## config.mk

```make
export PLATFORM = sky130hd
export DESIGN_NAME = instruction_decode_hz
export DESIGN_NICKNAME = d
export VERILOG_FILES = /design/src/rtl/pipeline_pkg.sv /design/src/rtl/registers_bypass.sv /design/src/rtl/instruction_decode_hz.sv
export SDC_FILE = /design/constraint.sdc
export NUM_CORES = 2
export LEC_CHECK = 0
export CELL_PAD_IN_SITES_DETAIL_PLACEMENT = 1
export CELL_PAD_IN_SITES_GLOBAL_PLACEMENT = 2
export CORE_MARGIN = 5
export CORE_UTILIZATION = 49
export CTS_CLUSTER_DIAMETER = 100
export DETAILED_ROUTE_END_ITERATION = 8
export PLACE_DENSITY_LB_ADDON = 0.1
export SLEW_MARGIN = 20
export SYNTH_ARGS = -nofsm -noshare
export SYNTH_HDL_FRONTEND = slang
export SYNTH_SLANG_ARGS = --single-unit
```

## constraint.sdc

```tcl
create_clock -name clock -period 4 [get_ports clock]
set_input_delay 0.8 -clock clock [delete_from_list [all_inputs] [get_ports clock]]
set_output_delay 0.8 -clock clock [all_outputs]
set_load 0.01 [all_outputs]
```

## src/rtl/pipeline_pkg.sv

```systemverilog
// rtl/pipeline_pkg.sv - shared opcodes, ALUOp encodings and control bundle for the ID stage
package pipeline_pkg;

    localparam logic [5:0] OP_RTYPE = 6'b000000;
    localparam logic [5:0] OP_LW    = 6'b100011;
    localparam logic [5:0] OP_SW    = 6'b101011;
    localparam logic [5:0] OP_BEQ   = 6'b000100;
    localparam logic [5:0] OP_ADDI  = 6'b001000;

    localparam logic [1:0] ALUOP_MEM   = 2'b00;
    localparam logic [1:0] ALUOP_BEQ   = 2'b01;
    localparam logic [1:0] ALUOP_RTYPE = 2'b10;

    typedef struct packed {
        logic       reg_dst;
        logic       alu_src;
        logic       mem_to_reg;
        logic       reg_write;
        logic       mem_read;
        logic       mem_write;
        logic       branch;
        logic [1:0] alu_op;
    } ctrl_t;

    localparam ctrl_t CTRL_NOP = '0;

    // Unknown opcodes fall through as a NOP bundle.
    function automatic ctrl_t decode_ctrl(input logic [5:0] opcode);
        ctrl_t c;
        c = CTRL_NOP;
        case (opcode)
            OP_RTYPE: begin
                c.reg_dst   = 1'b1;
                c.reg_write = 1'b1;
                c.alu_op    = ALUOP_RTYPE;
            end
            OP_LW: begin
                c.alu_src    = 1'b1;
                c.mem_to_reg = 1'b1;
                c.reg_write  = 1'b1;
                c.mem_read   = 1'b1;
                c.alu_op     = ALUOP_MEM;
            end
            OP_SW: begin
                c.alu_src   = 1'b1;
                c.mem_write = 1'b1;
                c.alu_op    = ALUOP_MEM;
            end
            OP_BEQ: begin
                c.branch = 1'b1;
                c.alu_op = ALUOP_BEQ;
            end
            OP_ADDI: begin
                c.alu_src   = 1'b1;
                c.reg_write = 1'b1;
                c.alu_op    = ALUOP_MEM;
            end
            default: ;
        endcase
        return c;
    endfunction

endpackage

```

## src/rtl/registers_bypass.sv

```systemverilog
// rtl/registers_bypass.sv - register file with sync reset, hardwired r0 and write-through reads
module registers_bypass #(
    parameter int DATA_WIDTH     = 32,
    parameter int REG_ADDR_WIDTH = 5
) (
    input  logic                      clock,
    input  logic                      reset,
    input  logic                      i_wr_en,
    input  logic [REG_ADDR_WIDTH-1:0] i_wr_addr,
    input  logic [DATA_WIDTH-1:0]     i_wr_data,
    input  logic [REG_ADDR_WIDTH-1:0] i_rd_addr_a,
    input  logic [REG_ADDR_WIDTH-1:0] i_rd_addr_b,
    output logic [DATA_WIDTH-1:0]     o_rd_data_a,
    output logic [DATA_WIDTH-1:0]     o_rd_data_b
);

    localparam int NUM_REGS = 2 ** REG_ADDR_WIDTH;

    logic [DATA_WIDTH-1:0] r_regs [NUM_REGS];
    logic                  w_wr_valid;

    assign w_wr_valid = i_wr_en && (i_wr_addr != '0);

    always_ff @(posedge clock) begin
        if (reset) begin
            for (int i = 0; i < NUM_REGS; i++) begin
                r_regs[i] <= '0;
            end
        end else if (w_wr_valid) begin
            r_regs[i_wr_addr] <= i_wr_data;
        end
    end

    // A same-cycle write-back wins over the stored value so ID sees fresh data.
    function automatic logic [DATA_WIDTH-1:0] read_port(input logic [REG_ADDR_WIDTH-1:0] addr);
        if (addr == '0) begin
            return '0;
        end else if (w_wr_valid && (i_wr_addr == addr)) begin
            return i_wr_data;
        end else begin
            return r_regs[addr];
        end
    endfunction

    assign o_rd_data_a = read_port(i_rd_addr_a);
    assign o_rd_data_b = read_port(i_rd_addr_b);

endmodule

```

## src/rtl/instruction_decode_hz.sv

```systemverilog
// rtl/instruction_decode_hz.sv - MIPS ID stage with load-use stall, flush and ID/EX register
module instruction_decode_hz
    import pipeline_pkg::*;
#(
    parameter int DATA_WIDTH     = 32,
    parameter int PC_WIDTH       = 11,
    parameter int REG_ADDR_WIDTH = 5
) (
    input  logic                      clock,
    input  logic                      reset,
    input  logic [31:0]               instruction,
    input  logic [PC_WIDTH-1:0]       current_pc,
    input  logic [DATA_WIDTH-1:0]     write_back_data,
    input  logic [REG_ADDR_WIDTH-1:0] write_back_address,
    input  logic                      RegWrite,
    input  logic                      flush,
    output logic                      stall_out,
    output logic [PC_WIDTH-1:0]       jump_dest_addr,
    output logic [DATA_WIDTH-1:0]     data_a,
    output logic [DATA_WIDTH-1:0]     data_b,
    output logic [DATA_WIDTH-1:0]     sign_extended,
    output logic [REG_ADDR_WIDTH-1:0] reg_dest_r_type,
    output logic [REG_ADDR_WIDTH-1:0] reg_dest_l_type,
    output logic                      RegDst_out,
    output logic                      ALUSrc_out,
    output logic                      MemToReg_out,
    output logic                      RegWrite_out,
    output logic                      MemRead_out,
    output logic                      MemWrite_out,
    output logic                      Branch_out,
    output logic [1:0]                ALUOp_out
);

    logic [REG_ADDR_WIDTH-1:0] w_rs;
    logic [REG_ADDR_WIDTH-1:0] w_rt;
    logic [REG_ADDR_WIDTH-1:0] w_rd;
    logic [DATA_WIDTH-1:0]     w_read_a;
    logic [DATA_WIDTH-1:0]     w_read_b;
    logic [DATA_WIDTH-1:0]     w_sext;
    logic [PC_WIDTH-1:0]       w_branch_offset;
    logic [PC_WIDTH-1:0]       w_target;
    ctrl_t                     w_ctrl;
    logic                      w_hazard;

    logic [PC_WIDTH-1:0]       r_jump_dest;
    logic [DATA_WIDTH-1:0]     r_data_a;
    logic [DATA_WIDTH-1:0]     r_data_b;
    logic [DATA_WIDTH-1:0]     r_sext;
    logic [REG_ADDR_WIDTH-1:0] r_rd;
    logic [REG_ADDR_WIDTH-1:0] r_rt;
    ctrl_t                     r_ctrl;

    assign w_rs = REG_ADDR_WIDTH'(instruction[25:21]);
    assign w_rt = REG_ADDR_WIDTH'(instruction[20:16]);
    assign w_rd = REG_ADDR_WIDTH'(instruction[15:11]);

    registers_bypass #(
        .DATA_WIDTH     (DATA_WIDTH),
        .REG_ADDR_WIDTH (REG_ADDR_WIDTH)
    ) u_regs (
        .clock       (clock),
        .reset       (reset),
        .i_wr_en     (RegWrite),
        .i_wr_addr   (write_back_address),
        .i_wr_data   (write_back_data),
        .i_rd_addr_a (w_rs),
        .i_rd_addr_b (w_rt),
        .o_rd_data_a (w_read_a),
        .o_rd_data_b (w_read_b)
    );

    assign w_ctrl          = decode_ctrl(instruction[31:26]);
    assign w_sext          = DATA_WIDTH'($signed(instruction[15:0]));
    assign w_branch_offset = PC_WIDTH'({w_sext, 2'b00});
    assign w_target        = current_pc + w_branch_offset;

    // The load in EX writes rt; a consumer in ID must wait one cycle for it.
    assign w_hazard  = r_ctrl.mem_read && (r_rt != '0) && ((r_rt == w_rs) || (r_rt == w_rt));
    assign stall_out = w_hazard && !flush;

    always_ff @(posedge clock) begin
        if (reset) begin
            r_jump_dest <= '0;
            r_data_a    <= '0;
            r_data_b    <= '0;
            r_sext      <= '0;
            r_rd        <= '0;
            r_rt        <= '0;
            r_ctrl      <= CTRL_NOP;
        end else begin
            r_jump_dest <= w_target;
            r_data_a    <= w_read_a;
            r_data_b    <= w_read_b;
            r_sext      <= w_sext;
            r_rd        <= w_rd;
            r_rt        <= w_rt;
            r_ctrl      <= (flush || w_hazard) ? CTRL_NOP : w_ctrl;
        end
    end

    assign jump_dest_addr  = r_jump_dest;
    assign data_a          = r_data_a;
    assign data_b          = r_data_b;
    assign sign_extended   = r_sext;
    assign reg_dest_r_type = r_rd;
    assign reg_dest_l_type = r_rt;
    assign RegDst_out      = r_ctrl.reg_dst;
    assign ALUSrc_out      = r_ctrl.alu_src;
    assign MemToReg_out    = r_ctrl.mem_to_reg;
    assign RegWrite_out    = r_ctrl.reg_write;
    assign MemRead_out     = r_ctrl.mem_read;
    assign MemWrite_out    = r_ctrl.mem_write;
    assign Branch_out      = r_ctrl.branch;
    assign ALUOp_out       = r_ctrl.alu_op;

endmodule
```

; ---- Yosys cells after proc, flatten, opt, wreduce, memory -nomap -nowiden
; Memories as Yosys holds them, arrays and structs flattened. A register that Yosys moved wholly into a read port is not among the register bits.
; Index checks and enable logic that the tools add are counted.
[op_classes]
addsub = 1
n_eq_ne = 6
muxes = 15
reduce_logical = 18
[ops]
columns = cell, n
row1 = 32-bit 2-to-1 mux, 1
row2 = 32-bit OR reduction, 1
row3 = 6-bit == test (second input constant), 2
row4 = 1-bit 2-to-1 mux, 12
row5 = 11-bit adder, 1
row6 = 5-bit == test, 2
row7 = 5-bit zero test, 2
row8 = 5-bit nonzero test, 2
row9 = 6-bit by 3-bit == test with 1-bit output (second input constant), 1
row10 = 6-bit by 4-bit == test with 1-bit output (second input constant), 1
row11 = 6-bit zero test, 1
row12 = 2-bit OR reduction, 3
row13 = 3-bit OR reduction, 2
row14 = 5-bit 2-to-1 mux, 1
row15 = 1-bit logical AND, 4
row16 = 2-bit one-hot mux with 2 select lines, 1
row17 = 1-bit logical OR, 2
row18 = 1-bit zero test, 1
[word_totals]
ff_bits = 45
ramBits = 1024
out_inout_bits = 127
word_cells = 52
memories = 1
[mem_list]
columns = name, words, word_bits, rd, rd_ports_with_merged_regs, write_ports, line_no
row1 = u_regs.r_regs, 32, 32, 2, 2, 32, registers_bypass.sv:19  ; logic [DATA_WIDTH-1:0] r_regs [NUM_REGS];

; ---- Logic depth before layout (Yosys ltp)
[logic_depth]
ltp_word = 7
depth_mapped = 9

; ---- Cells and area by module
; A second synthesis with hierarchy kept.
[hier_totals]
hier_cells = 4232
area_unflattened_um2 = 59241.8
[modules_own_cells]
columns = mod, n_inst, cells_each, area_per_inst_um2, seq_area_each_um2
row1 = registers_bypass, 1, 3918, 55723.4, 30749.5
row2 = instruction_decode_hz, 1, 314, 3518.4, 2082.0

; ---- Worst setup path before layout
; No wires, ideal clock.
[synth_path]
path_kind = input to output
startpoint = in instruction[21]
endpoint = out stall_out
arrival_ps = 2070
required_ps = 3200
slack_ps = 1130
stages = 8
path_buffers = 3
cell_sequence = buf_2 -> buf_2 -> buf_2 -> xnor2_1 -> nand3_1 -> o22ai_1 -> nand3_1 -> nor2_1
[synth_between]
elab_chain_cells = 4
[synth_lines]
columns = element, line_no
row1 = start: declaration, instruction_decode_hz.sv:11  ; input logic [31:0] instruction,
row2 = 5-bit == test, instruction_decode_hz.sv:78  ; assign w_hazard = r_ctrl.mem_read && (r_rt != '0) && ((r_rt == w_rs) || (r_rt == w_rt));
row3 = 1-bit logical OR, instruction_decode_hz.sv:78
row4 = 1-bit logical AND, instruction_decode_hz.sv:78
row5 = 1-bit logical AND, instruction_decode_hz.sv:79  ; assign stall_out = w_hazard && !flush;
row6 = end: declaration, instruction_decode_hz.sv:17  ; output logic stall_out,
; Every way passes these cells.

; ---- Worst setup path in the final report
[layout_path]
startpoint = reg r_rt[0], in the netlist reg_dest_l_type[0]
endpoint = out stall_out
[layout_between]
elab_chain_cells = 4
word_cells_on_any_way = 7
cone_classes = eq/ne (2) / reduce/logical (5)
[layout_lines]
columns = element, line_no
row1 = start: declaration, instruction_decode_hz.sv:50  ; logic [REG_ADDR_WIDTH-1:0] r_rt;
row2 = start signal: assignment, instruction_decode_hz.sv:96  ; r_rt <= w_rt;
row3 = 5-bit == test or 5-bit nonzero test (tied branches), instruction_decode_hz.sv:78
row4 = 1-bit logical OR or 1-bit logical AND (tied branches), instruction_decode_hz.sv:78
row5 = 1-bit logical AND (*), instruction_decode_hz.sv:78
row6 = 1-bit logical AND (*), instruction_decode_hz.sv:79
; Mark *: on every way between the ends. The rest lies on a longest branch, timed or not.

==> results.cfg <==
[clock_tree]
htreeDepth = 4
cts_tree = yes
clk_pin_slew_ns = 0.05
clkLatencyLatePin_ns = 0.75
cts_hold_buf = 0
clockBufferDepth = 3
numClockSinks = 1128
cts-root-buf = clkbuf_16
numCtsBuffers = 133

[layout]
final_cells = 5898
utilization = 0.5703
area_growth_pct = 15.51
nets = 4347
fin_area_sq_mm = 0.06734
drive_above_1_share = 0.2038

[placed_design]
place_ws_ns = 0.02103
place_congestion = 0.8451
io_buffer_count = 210
placedCellCount = 5655
placed_area_sq_mm = 0.06301
post-dp-hpwl_mm = 127.1

[critical_path]
crit_path_frequent_cell = nand3_1
critPathLaunchType = register
crit_buf_inv = 2
crit_required_ns = 3.20
cpPeakStageDelay_ns = 0.57
critical_path_depth = 7
critPathTopFamily = buffers and inverters
worstReg2RegStart = reg_dest_l_type[0]
arrival_ns = 2.94
crit_chain = xnor2_1 > nand3_1 > o22ai_4 > buf_4 > nand3_1 > nor2_1 > clkdlybuf4s50_1
r2r-end = MemWrite_out
worst-path-max-fanout = 4
cp-startpoint = reg_dest_l_type[0]
end_kind = primary output
path_class = reg -> out
r2r_setup_slack_ns = 1.88
reg2reg_depth = 6
slowest_stage = dfxtp_1
crit_path_end = stall_out

[detailed_routing]
wl_met3_mm = 19.04
wl_met1_mm = 79.80
drt-initial-drc-count = 4319
drc = 0
avgViaCountPerCell = 6.632
antenna_left = 0
dr.pass1.iters = 8
vias = 39120
wl_met2_mm = 100.0
wl_per_cell_um = 34.93
wirelength_mm = 206.0
routed.top_layer = met5

[sta]
hold_slack_ns = 0.5819
rsz0062_at_grt = false
tns_ns = 0
slew_violations = 0
period_needed_ns = 3.739
worst_pin_slew_ns = 0.9995
hold_violations = 0
fmax_mhz = 267.5
relSlewSlack = 0.3330
setup_ws_ns = 0.2611
setup_viol = 0
fin_skew_ns = 0.02984
fin_crit_sh = 0.9347

[power_and_ir_drop]
pwr_density_cell_mw_per_mm2 = 441.6
ir_worst_vdd_v = 0.0004343
finalPower_mw = 29.74
leakagePower_nw = 24.00

[global_route]
grt_max_degree = 76
grt_pass1_vias = 40810
gr-usage-all-layers = 0.3226
antenna_found_initial = 14
grt-ovfl-total = 0
grt_pass1_wl_mm = 291.6

[synth]
synth_common_cells = edfxtp_1, and2_1, mux4_2
synth_seq_cells = 1128
yosys.area.top_type = edfxtp_1
synth_fa_ha_area_frac = 0.002060
synth_ff_type = edfxtp_1
synthCells = 4116
synth-xor-area-share = 0.003906
synth_top_family_by_area = multiplexers
synth_cell_types = 55
async_flop_share = 0
synth_compound_area_frac = 0.07979
synth.top_cell.area_share = 0.5274
ys_seq_area_frac = 0.5632
synth_edf_count = 1024
synth_area_sq_mm = 0.05830
synthMuxAreaShare = 0.1912
synth.area.top_cells = edfxtp_1, mux4_2, and2_1
yosysWarningCount = 0
syn_area_per_cell_sq_um = 14.16
synth_most_common_cell = edfxtp_1
synthSimpleGateAreaFrac = 0.1261

[flow_run]
drv_cap = 0

[die]
die_h_um = 354.9
rows = 126
coreArea_sq_mm = 0.1181
start_util = 0.4937
dieArea_sq_mm = 0.1260
io_pins = 211
die_w_um = 354.9

[hold_path]
min_from = reset
hold_path.class = in -> reg

[outcome]
outcome = complete, no violations
==> worst min-delay path by stage <==
| stage | end | slack [ns] | cells after the start |
|---|---|---|---|
| 2_1_floorplan | ALUOp_out[0] | 0.63 | 2 |
| 3_3_place_gp | Branch_out | 0.75 | 3 |
| 3_5_place_dp | RegWrite_out | 0.75 | 2 |
| 4_1_cts | jump_dest_addr[3] | 0.53 | 3 |
| 5_1_grt | sign_extended[1] | 0.54 | 3 |
| 6_report | jump_dest_addr[3] | 0.58 | 3 |
==> state kept, by name (all words and copies together) (netlist names), 2 cells and up <==
| register | cells |
|---|---|
| ALUOp_out | 2 |
| data_a | 32 |
| data_b | 32 |
| jump_dest_addr | 11 |
| reg_dest_l_type | 5 |
| sign_extended | 16 |
| u_regs.r_regs | 1024 |
==> kinds of logic (layout without fill, tap and decap cells) <==
kind of cell | count (synthesis) | in the layout
simple gates | 1213 | 1213
flops | 1128 | 1128
mux | 676 | 676
compound gates | 594 | 594
buf+inv | 469 | 679
xor+xnor | 26 | 26
fa+ha+maj | 9 | 9
other cells | 1 | 37
==> layout make-up <==
cell class / instances / area [sq um]
diodes: 5 / 12.51
clock buffers: 192 / 3829
clock inverters: 46 / 504.2
fillers: 10970 / 50740
inverters: 20 / 75.07
multi-input cells: 2550 / 23910
flip-flops and latches: 1128 / 32830
well taps: 1536 / 1922
repair buffers: 421 / 4263
==> layer usage <==
metal / GRT usage / vias up
met4: 0.1066 / 4
met1: 0.4241 / 20670
met5: 0 / -
li1: - / 16030
met3: 0.06980 / 402
met2: 0.5379 / 2010
==> cell usage in the layout, fill, tap and decap left out, drive strengths merged, types with 23 or more instances in the layout <==
| cell type | n |
|---|---|
| a221oi | 162 |
| conb | 32 |
| clkinv | 31 |
| o221ai | 31 |
| mux2i | 324 |
| nand2 | 44 |
| or2 | 31 |
| nor2b | 29 |
| buf | 231 |
| and2 | 996 |
| a21oi | 65 |
| xnor2 | 23 |
| a211o | 33 |
| edfxtp | 1024 |
| a22oi | 128 |
| clkdlybuf4s50 | 189 |
| dfxtp | 104 |
| clkbuf | 193 |
| a211oi | 32 |
| mux4 | 350 |
| nor2 | 61 |
| o21a | 33 |
| inv | 23 |
| o21ai | 67 |
==> where the power goes <==
part / internal, mW / switching (mW) / total, mW
registers: 13.5 / 0.416 / 14.0
logic: 1.53 / 2.07 / 3.60
clock network: 7.33 / 4.84 / 12.2
==> timing repair <==
action                                  in CTS  in global routing
resized for setup                            2                  1
setup buffers                                0                  0
endpoints found under the setup margin       1                  1
cloned                                       0                  0
==> worst min-delay path, cell delays in order <==
cell and delay, ns:
buf_4 0.15, buf_4 0.24, nor2b_1 0.06
No activity file was read; power rests on OpenSTA's default activity.
